$ cat src/rtl/mem_pkg.sv
// -----------------------------------------------------------------------------
// mem_pkg
// Shared definitions for the MEM pipeline stage controller:
//   - mem_state_e : access FSM states (IDLE / BUSY / DONE)
//   - DATA_W, REG_W : datapath and register-index widths
//   - MEM_ADDR_BASE_DEF, MEM_ACK_TIMEOUT_DEF : parameter defaults
//   - word_addr() : base-relative, word-aligned memory address
// -----------------------------------------------------------------------------
package mem_pkg;

    localparam int unsigned DATA_W = 32;
    localparam int unsigned REG_W  = 4;

    localparam logic [DATA_W-1:0] MEM_ADDR_BASE_DEF   = 32'd1024;
    localparam int unsigned       MEM_ACK_TIMEOUT_DEF = 255;

    typedef enum logic [1:0] {
        ST_IDLE = 2'd0,
        ST_BUSY = 2'd1,
        ST_DONE = 2'd2
    } mem_state_e;

    // Subtract the data-memory base (wrapping modulo 2^32) and clear the
    // byte-offset bits so the memory always sees a word address.
    function automatic logic [DATA_W-1:0] word_addr(
        input logic [DATA_W-1:0] addr,
        input logic [DATA_W-1:0] base
    );
        logic [DATA_W-1:0] diff;
        diff = addr - base;
        return {diff[DATA_W-1:2], 2'b00};
    endfunction

endpackage : mem_pkg

$ cat src/rtl/mem_wb_reg.sv
// -----------------------------------------------------------------------------
// mem_wb_reg
// MEM/WB pipeline register. Loads on every clock edge where load_i is high
// (the stage is not frozen) and holds otherwise. The align flag is a pulse:
// it is only high for the cycle following the load that carried it.
// Ports:
//   clk, rst         : clock, synchronous active-low reset
//   load_i           : load enable (inverse of the stage freeze)
//   wb_en_i, mem_r_en_i, alu_res_i, mem_res_i, dest_i, align_i : next values
//   wb_en_o, mem_r_en_o, alu_res_o, mem_res_o, dest_o, align_o : registered
// -----------------------------------------------------------------------------
module mem_wb_reg
    import mem_pkg::*;
(
    input  logic              clk,
    input  logic              rst,
    input  logic              load_i,
    input  logic              wb_en_i,
    input  logic              mem_r_en_i,
    input  logic [DATA_W-1:0] alu_res_i,
    input  logic [DATA_W-1:0] mem_res_i,
    input  logic [REG_W-1:0]  dest_i,
    input  logic              align_i,
    output logic              wb_en_o,
    output logic              mem_r_en_o,
    output logic [DATA_W-1:0] alu_res_o,
    output logic [DATA_W-1:0] mem_res_o,
    output logic [REG_W-1:0]  dest_o,
    output logic              align_o
);

    logic              wb_en_q;
    logic              mem_r_en_q;
    logic [DATA_W-1:0] alu_res_q;
    logic [DATA_W-1:0] mem_res_q;
    logic [REG_W-1:0]  dest_q;
    logic              align_q;

    // MEM/WB pipeline register with load/hold and reset-to-zero
    always_ff @(posedge clk) begin
        if (!rst) begin
            wb_en_q    <= 1'b0;
            mem_r_en_q <= 1'b0;
            alu_res_q  <= 32'h0000_0000;
            mem_res_q  <= 32'h0000_0000;
            dest_q     <= 4'h0;
            align_q    <= 1'b0;
        end else if (load_i) begin
            wb_en_q    <= wb_en_i;
            mem_r_en_q <= mem_r_en_i;
            alu_res_q  <= alu_res_i;
            mem_res_q  <= mem_res_i;
            dest_q     <= dest_i;
            align_q    <= align_i;
        end else begin
            // Hold the instruction, but never stretch the align pulse.
            wb_en_q    <= wb_en_q;
            mem_r_en_q <= mem_r_en_q;
            alu_res_q  <= alu_res_q;
            mem_res_q  <= mem_res_q;
            dest_q     <= dest_q;
            align_q    <= 1'b0;
        end
    end

    assign wb_en_o    = wb_en_q;
    assign mem_r_en_o = mem_r_en_q;
    assign alu_res_o  = alu_res_q;
    assign mem_res_o  = mem_res_q;
    assign dest_o     = dest_q;
    assign align_o    = align_q;

endmodule : mem_wb_reg

$ cat src/rtl/mem_stage_ctrl.sv
// -----------------------------------------------------------------------------
// mem_stage_ctrl
// MEM pipeline stage: runs a request/ack handshake to data memory for loads
// and stores, freezes the upstream pipeline while the access is in flight,
// aborts after ACK_TIMEOUT BUSY cycles without ack, and feeds the MEM/WB
// register (mem_wb_reg).
//
// Optional feature macro: MEM_ALIGN_CHK_EN
//   defined   : accesses with ALU_RES_MEM[1:0] != 0 are not issued; they pass
//               straight through with WB_EN_WB=0 and a one-cycle align_err.
//   undefined : low address bits are ignored and align_err is always 0.
//
// Parameters: ADDR_BASE (data-memory base), ACK_TIMEOUT (BUSY cycle limit)
// Ports:
//   clk, rst                              : clock, sync active-low reset
//   WB_EN_MEM, MEM_R_EN_MEM, MEM_W_EN_MEM : control from EXE/MEM
//   ALU_RES_MEM, VAL_RM_MEM, DEST_MEM     : address/result, store data, dest
//   mem_req, mem_we, mem_addr, mem_wdata  : memory request side
//   mem_rdata, mem_ack                    : memory response side
//   freeze                                : upstream stall
//   WB_EN_WB, MEM_R_EN_WB, ALU_RES_WB, MEM_RES_WB, DEST_WB : MEM/WB outputs
//   timeout_err, align_err                : error pulses
// -----------------------------------------------------------------------------
module mem_stage_ctrl
    import mem_pkg::*;
#(
    parameter logic [DATA_W-1:0] ADDR_BASE   = MEM_ADDR_BASE_DEF,
    parameter int unsigned       ACK_TIMEOUT = MEM_ACK_TIMEOUT_DEF
) (
    input  logic              clk,
    input  logic              rst,
    input  logic              WB_EN_MEM,
    input  logic              MEM_R_EN_MEM,
    input  logic              MEM_W_EN_MEM,
    input  logic [DATA_W-1:0] ALU_RES_MEM,
    input  logic [DATA_W-1:0] VAL_RM_MEM,
    input  logic [REG_W-1:0]  DEST_MEM,
    output logic              mem_req,
    output logic              mem_we,
    output logic [DATA_W-1:0] mem_addr,
    output logic [DATA_W-1:0] mem_wdata,
    input  logic [DATA_W-1:0] mem_rdata,
    input  logic              mem_ack,
    output logic              freeze,
    output logic              WB_EN_WB,
    output logic              MEM_R_EN_WB,
    output logic [DATA_W-1:0] ALU_RES_WB,
    output logic [DATA_W-1:0] MEM_RES_WB,
    output logic [REG_W-1:0]  DEST_WB,
    output logic              timeout_err,
    output logic              align_err
);

    // The counter only has to reach ACK_TIMEOUT-1.
    localparam int unsigned       CNT_W    = (ACK_TIMEOUT > 1) ? $clog2(ACK_TIMEOUT) : 1;
    localparam logic [CNT_W-1:0]  CNT_ONE  = CNT_W'(1);
    localparam logic [CNT_W-1:0]  CNT_LAST = CNT_W'(ACK_TIMEOUT - 1);

    mem_state_e        state_q, state_d;
    logic [CNT_W-1:0]  cnt_q, cnt_d;
    logic              to_q, to_d;
    logic [DATA_W-1:0] rdata_q, rdata_d;
    logic [DATA_W-1:0] addr_q, addr_d;
    logic [DATA_W-1:0] wdata_q, wdata_d;
    logic              we_q, we_d;

    logic mem_acc_s;
    logic misalign_s;
    logic start_s;
    logic wb_load_s;

    assign mem_acc_s = MEM_R_EN_MEM | MEM_W_EN_MEM;

`ifdef MEM_ALIGN_CHK_EN
    assign misalign_s = mem_acc_s & (ALU_RES_MEM[1:0] != 2'b00);
`else
    assign misalign_s = 1'b0;
`endif

    // A misaligned access is never issued, so it neither starts nor stalls.
    assign start_s = mem_acc_s & ~misalign_s;

    // DONE releases the stall for one cycle so the EXE/MEM and MEM/WB
    // registers advance past the finished access.
    assign freeze    = start_s & (state_q != ST_DONE);
    assign wb_load_s = ~freeze;

    // Access FSM next-state, timeout counter and request/response capture
    always_comb begin
        state_d = state_q;
        cnt_d   = cnt_q;
        to_d    = 1'b0;
        rdata_d = rdata_q;
        addr_d  = addr_q;
        wdata_d = wdata_q;
        we_d    = we_q;
        case (state_q)
            ST_IDLE: begin
                if (start_s) begin
                    state_d = ST_BUSY;
                    cnt_d   = {CNT_W{1'b0}};
                    // Latch the request so it stays stable through BUSY.
                    addr_d  = word_addr(ALU_RES_MEM, ADDR_BASE);
                    wdata_d = VAL_RM_MEM;
                    we_d    = MEM_W_EN_MEM;
                end else begin
                    state_d = ST_IDLE;
                end
            end
            ST_BUSY: begin
                if (mem_ack) begin
                    state_d = ST_DONE;
                    if (!we_q) begin
                        rdata_d = mem_rdata;
                    end else begin
                        rdata_d = rdata_q;
                    end
                end else if (cnt_q == CNT_LAST) begin
                    state_d = ST_DONE;
                    to_d    = 1'b1;
                    rdata_d = 32'h0000_0000;
                end else begin
                    cnt_d = cnt_q + CNT_ONE;
                end
            end
            ST_DONE: begin
                state_d = ST_IDLE;
            end
            default: begin
                state_d = ST_IDLE;
            end
        endcase
    end

    // Access FSM state and request/response registers
    always_ff @(posedge clk) begin
        if (!rst) begin
            state_q <= ST_IDLE;
            cnt_q   <= {CNT_W{1'b0}};
            to_q    <= 1'b0;
            rdata_q <= 32'h0000_0000;
            addr_q  <= 32'h0000_0000;
            wdata_q <= 32'h0000_0000;
            we_q    <= 1'b0;
        end else begin
            state_q <= state_d;
            cnt_q   <= cnt_d;
            to_q    <= to_d;
            rdata_q <= rdata_d;
            addr_q  <= addr_d;
            wdata_q <= wdata_d;
            we_q    <= we_d;
        end
    end

    assign mem_req     = (state_q == ST_BUSY);
    assign mem_we      = we_q;
    assign mem_addr    = addr_q;
    assign mem_wdata   = wdata_q;
    assign timeout_err = to_q;

    // to_q is high exactly in the DONE cycle of an aborted access, which is
    // the cycle the MEM/WB register loads it.
    mem_wb_reg u_mem_wb_reg (
        .clk        (clk),
        .rst        (rst),
        .load_i     (wb_load_s),
        .wb_en_i    (WB_EN_MEM & ~to_q & ~misalign_s),
        .mem_r_en_i (MEM_R_EN_MEM),
        .alu_res_i  (ALU_RES_MEM),
        .mem_res_i  ((MEM_R_EN_MEM & ~misalign_s) ? rdata_q : 32'h0000_0000),
        .dest_i     (DEST_MEM),
        .align_i    (misalign_s),
        .wb_en_o    (WB_EN_WB),
        .mem_r_en_o (MEM_R_EN_WB),
        .alu_res_o  (ALU_RES_WB),
        .mem_res_o  (MEM_RES_WB),
        .dest_o     (DEST_WB),
        .align_o    (align_err)
    );

endmodule : mem_stage_ctrl

$ cat config.mk
export PLATFORM = sky130hd
export DESIGN_NAME = mem_stage_ctrl
export DESIGN_NICKNAME = d
export VERILOG_FILES = /design/src/rtl/mem_pkg.sv /design/src/rtl/mem_wb_reg.sv /design/src/rtl/mem_stage_ctrl.sv
export SDC_FILE = /design/constraint.sdc
export NUM_CORES = 1
export LEC_CHECK = 0
export ABC_AREA = 1
export BUFFER_PORTS_ARGS = -buffer_cell sky130_fd_sc_hd__buf_2
export CAP_MARGIN = 20
export CORE_ASPECT_RATIO = 1.25
export CORE_UTILIZATION = 46
export CTS_CLUSTER_DIAMETER = 150
export CTS_CLUSTER_SIZE = 10
export DETAILED_ROUTE_END_ITERATION = 10
export GPL_ROUTABILITY_DRIVEN = 0
export PLACE_DENSITY_LB_ADDON = 0.3
export SLEW_MARGIN = 20
export SYNTH_ARGS = -nofsm -noshare
export SYNTH_HDL_FRONTEND = slang
export SYNTH_HIERARCHICAL = 1
export SYNTH_SLANG_ARGS = --single-unit
$ cat constraint.sdc
create_clock -name clk -period 1.2 [get_ports clk]
set_input_delay 0.12 -clock clk [delete_from_list [all_inputs] [get_ports clk]]
set_output_delay 0.12 -clock clk [all_outputs]
set_load 0.005 [all_outputs]
Yosys cells after proc, flatten, opt, wreduce, memory -nomap -nowiden --
Index checks and enable logic that the tools add are counted.
Cells by class: add/sub/neg operators 2, reduce and logical (&&, ||, !) cells 7, equality and inequality tests 8, bitwise gates (word level) 6, muxes and demuxes 13
Operators by type and width (number):
- $mux 32 | 4
- $sub 32x11->32 const B | 1
- $mux 8 | 3
- $pmux 8 s2 | 1
- $ne 2x2->1 const B | 5
- $add 8x1->8 const B | 1
- $eq 8x8->1 const B | 1
- $mux 2 | 2
- $pmux 2 s2 | 1
- $reduce_and 4->1 | 1
- $reduce_bool 2->1 | 2
- $ne 3x1->1 const B | 1
- $not 1->1 | 3
- $reduce_and 3->1 | 1
- $reduce_or 3->1 | 1
- $and 1x1->1 | 2
- $eq 2x1->1 const B | 1
- $logic_not 2->1 | 1
- $mux 1 | 2
- $reduce_and 2->1 | 1
- $or 1x1->1 | 1
Word-level totals: register bits after elaboration 176, bits of input ports 106, output and inout bits 139

Depth between registers and ports, before layout --
word-level depth 4, mapped depth 10

By module --
The synthesis kept the hierarchy.
By module, submodules not included:
- mem_stage_ctrl | sequential area each 2122.0 sq um, cells an instance 696, times used 1, area an instance 4800.9 sq um
- mem_wb_reg | sequential area each 1421.4 sq um, cells an instance 446, times used 1, area an instance 2926.6 sq um

Worst setup path before layout --
OpenSTA, ideal clock, no wires.
path kind reg2reg, from reg cnt_q[0], to reg rdata_q[2], setup slack -0.136 ns, arrival time 1.199 ns, stages on the path, launching flop included 11, buffers on the path 1, clock period less this slack 1.336 ns, cell sequence dfxtp_1 -> inv_1 -> ha_1 -> nand2_1 -> nor2_1 -> nand2_4 -> nand2_4 -> nand3_4 -> buf_6 -> nand2_1 -> a21oi_1
On the way: cells in the longest elaborated chain, start to end 3
Ends and longest elaborated chain:
- start, declared | line mem_stage_ctrl.sv:60 | logic [CNT_W-1:0] cnt_q, cnt_d;
- start signal, assigned | line mem_stage_ctrl.sv:139 | cnt_q <= {CNT_W{1'b0}};
- start signal, assigned | line mem_stage_ctrl.sv:147 | cnt_q <= cnt_d;
- $eq 8x8->1 | line mem_stage_ctrl.sv:118 | end else if (cnt_q == CNT_LAST) begin
- $reduce_bool 2->1 (no line)
- $reduce_and 3->1 (no line)
- end signal, assigned | line mem_stage_ctrl.sv:149 | rdata_q <= rdata_d;
- end, declared | line mem_stage_ctrl.sv:62 | logic [DATA_W-1:0] rdata_q, rdata_d;
No other way between the ends. A chain may end at the register's enable or synchronous reset.

Final worst setup path --
from reg state_q[0], to reg wdata_q[11] (netlist: mem_wdata[11])
On the way: cells in the longest elaborated chain, start to end 2
Ends and longest elaborated chain:
- start, declared | line mem_stage_ctrl.sv:59 | mem_state_e state_q, state_d;
- start signal, assigned | line mem_stage_ctrl.sv:146 | state_q <= state_d;
- $logic_not 2->1 | line mem_stage_ctrl.sv:97 | case (state_q)
- $reduce_and 2->1 (no line)
- end signal, assigned | line mem_stage_ctrl.sv:151 | wdata_q <= wdata_d;
- end, declared | line mem_stage_ctrl.sv:64 | logic [DATA_W-1:0] wdata_q, wdata_d;
No other way between the ends.

==> out/results.ini <==
[run_status]
outcome = complete, but fails checks
failed_checks = setup timing

[cells_and_area]
diodes = 0
syn2layout_area_growth_pct = 56.5
drive_gt1_frac = 0.339
regArea_sq_um = 3560
final_common_cell = nand2_1
fin_util = 0.741
multi_input_area_sq_um = 3780
nFillCells = 1183
layout_common_cells = nand2_1, nor2_1, buf_2
instances_no_fill = 1749
nets = 1629

[routing]
vias_per_cell = 4.99
ant_nets = 0
wirelength_um = 27900
first_pass_iters = 8
drtIter0Drc = 625
drt-wirelength-per-cell_um = 15.9
vias = 8736
drc = 0

[worst_setup_path]
setup.worst_path.end_class = flip-flop
startpoint_type = flip-flop
worstPathArrival_ns = 1.74
critPathRequiredTime_ns = 1.54
rr_worst_depth = 7
crit_type = reg -> reg
crit_path_max_fanout = 8

[cts]
cts_tree = built
cts_buffer_depth = 2
cts.sinks = 177
root_buffer = clkbuf_16
insertion_delay_ns = 0.43
cts.clk_slew.worst_paths_ns = 0.08
htree_levels = 4
cts_buffers = 17

[logic_synthesis]
ys_seq_area_frac = 0.459
syn-mean-instance-area_sq_um = 6.77
netlist_area_sq_um = 7730
ys_types = 36
ys_ff_latch = 177
yosys_warnings = 6
synthCells = 1142

[power]
ir_worst_vdd_mv = 0.952
power_frac_seq = 0.426
p_sw_frac = 0.306
p_per_area_nw_per_um2 = 1290
p_switching_w = 0.00478
leakage_nw = 6.06
combinationalPowerShare = 0.235
p_int_w = 0.0109
clkPwrFrac = 0.339

[sta]
setup_viol = 173
finalClockSkew_ns = 0.00842
slew_violations = 0
fin_ws_ns = -0.202
rsz0062_at_grt = yes
max_freq_mhz = 713
hold_viol_final = 0
fin_crit_ns = 1.40
period_share = 1.17

[placement]
pre_cts_slack_ns = -0.150
post-dp-hpwl_um = 14000
io_buffers = 242
dpl.cell_count = 1592

[floorplan]
fp-row-count = 52
dieArea_sq_um = 17300
start_util = 0.473
die_w_um = 118
io_pins = 245
core_sq_um = 16300
dieHeight_um = 147

[global_routing]
antenna_found_initial = 0
overflow = 0
grt_max_degree = 65
grt_pass1_vias = 7817
grt_first_pass_wirelength_um = 37000
grtUsageTotal = 0.263

[job]
drv_cap = 0

[min_path]
hold_path_depth = 5
hp-class = in -> reg

## repair_timing
action | in CTS | in global routing
pin swaps | 14 | 48
cloned | 4 | 24
hold buffers | 81 | 0
setup buffers | 12 | 6
gates resized for setup | 59 | 173
endpoints found under the setup margin | 142 | 178
endpoints found under the hold margin | 88 | 0
## synthesized netlist by cell type
| master | n | area share |
|---|---|---|
| xor2_1 | 4 | 0.0045 |
| nor3_1 | 1 | 0.00065 |
| a21oi_2 | 5 | 0.0057 |
| xnor2_1 | 6 | 0.0068 |
| nand2_1 | 310 | 0.15 |
| or2_2 | 1 | 0.00081 |
| or2_0 | 1 | 0.00081 |
| inv_1 | 137 | 0.067 |
| buf_4 | 6 | 0.0058 |
| nand4_1 | 5 | 0.0040 |
| nor2_2 | 1 | 0.00081 |
| nor2_4 | 3 | 0.0044 |
| o21ai_1 | 1 | 0.00065 |
| conb_1 | 1 | 0.00049 |
| o21ai_0 | 50 | 0.032 |
| nand2_2 | 2 | 0.0016 |
| nor3_4 | 1 | 0.0021 |
| buf_6 | 13 | 0.019 |
| clkinv_4 | 1 | 0.0011 |
| a21oi_1 | 43 | 0.028 |
| buf_2 | 23 | 0.015 |
| ha_1 | 3 | 0.0049 |
| inv_2 | 1 | 0.00049 |
| nand2_4 | 4 | 0.0058 |
| nand3_4 | 1 | 0.0023 |
| nor2_1 | 289 | 0.14 |
| and3_1 | 1 | 0.00081 |
| buf_1 | 1 | 0.00049 |
| a211oi_1 | 1 | 0.00097 |
| dfxtp_1 | 177 | 0.46 |
| inv_4 | 1 | 0.00081 |
| nand3_1 | 23 | 0.015 |
| a31oi_1 | 3 | 0.0024 |
| nor2_8 | 1 | 0.0026 |
| nand3b_1 | 6 | 0.0058 |
| clkbuf_1 | 15 | 0.0073 |
## critical path: stages, from the launching register on
cell	delay, ns
dfxtp_4	0.36
inv_4	0.08
nand2_4	0.06
nor2_8	0.18
buf_12	0.19
buf_12	0.13
o21ai_0	0.10
nor2_1	0.21
## cells by family after synthesis
logic type               Yosys count  share of synthesized area
AO/OA/AOI/OAI                    103                     0.0699
XOR/XNOR                          10                     0.0113
adder cells (fa/ha/maj)            3                    0.00486
buffers and inverters            198                      0.116
flip-flops                       177                      0.459
other                              1                   0.000485
AND/OR/NAND/NOR                  650                      0.338
## layout make-up
cell class,count,share of cell area
Inverter,140,0.0471
Timing Repair Buffer,414,0.278
Clock buffer,17,0.0352
Clock inverter,15,0.0100
Sequential cell,177,0.294
Tap cell,216,0.0223
Multi-Input combinational cell,770,0.313
## through the flow
step	power, W	cell area (sq um)	TNS (ns)	hold WS, ns
floorplan	0.00800	7770	-1.98	0.199
global placement	0.00898	9400	-6.01	0.342
global route	0.0163	12100	-25.47	0.0314
CTS	0.0147	11100	-9.07	0.00169
finish	0.0156	12100	-15.25	0.0360
detailed placement	0.00902	9400	-8.53	0.347
## path summary, 6_finish.rpt
kind	from	end	slack, ns
worst max-delay path	state_q[0]	mem_wdata[11]	-0.20
worst min-delay path	ALU_RES_MEM[11]	u_mem_wb_reg/alu_res_o[11]	0.04
worst max register to register	state_q[0]	mem_wdata[11]	-0.20
worst min register to register	rdata_q[9]	rdata_q[9]	0.46
## per-layer routing
layer	GRT usage	vias to the layer above	share of wire
met1	0.303	4027	0.37
met3	0.0710	89	0.077
met4	0.106	0	0.037
li1	-	4187	-
met5	0	-	0
met2	0.460	433	0.52
## sequential cells by signal, indices dropped and copies added (netlist names)
name,cells
u_mem_wb_reg/wb_en_o,1
u_mem_wb_reg/mem_res_o,32
timeout_err,1
u_mem_wb_reg/dest_o,4
u_mem_wb_reg/align_o,1
state_q,2
mem_addr,30
mem_we,1
rdata_q,32
u_mem_wb_reg/mem_r_en_o,1
u_mem_wb_reg/alu_res_o,32
mem_wdata,32
cnt_q,8
## power groups by stage
stage | Sequential, W | Combinational (W) | Clock [W]
6_report | 0.00666 | 0.00368 | 0.00530
2_1_floorplan | 0.00674 | 0.00127 | 0
3_5_place_dp | 0.00669 | 0.00233 | 0
4_1_cts | 0.00657 | 0.00283 | 0.00532
3_3_place_gp | 0.00668 | 0.00230 | 0
5_1_grt | 0.00671 | 0.00395 | 0.00560
No activity file was read; power rests on OpenSTA's default activity.
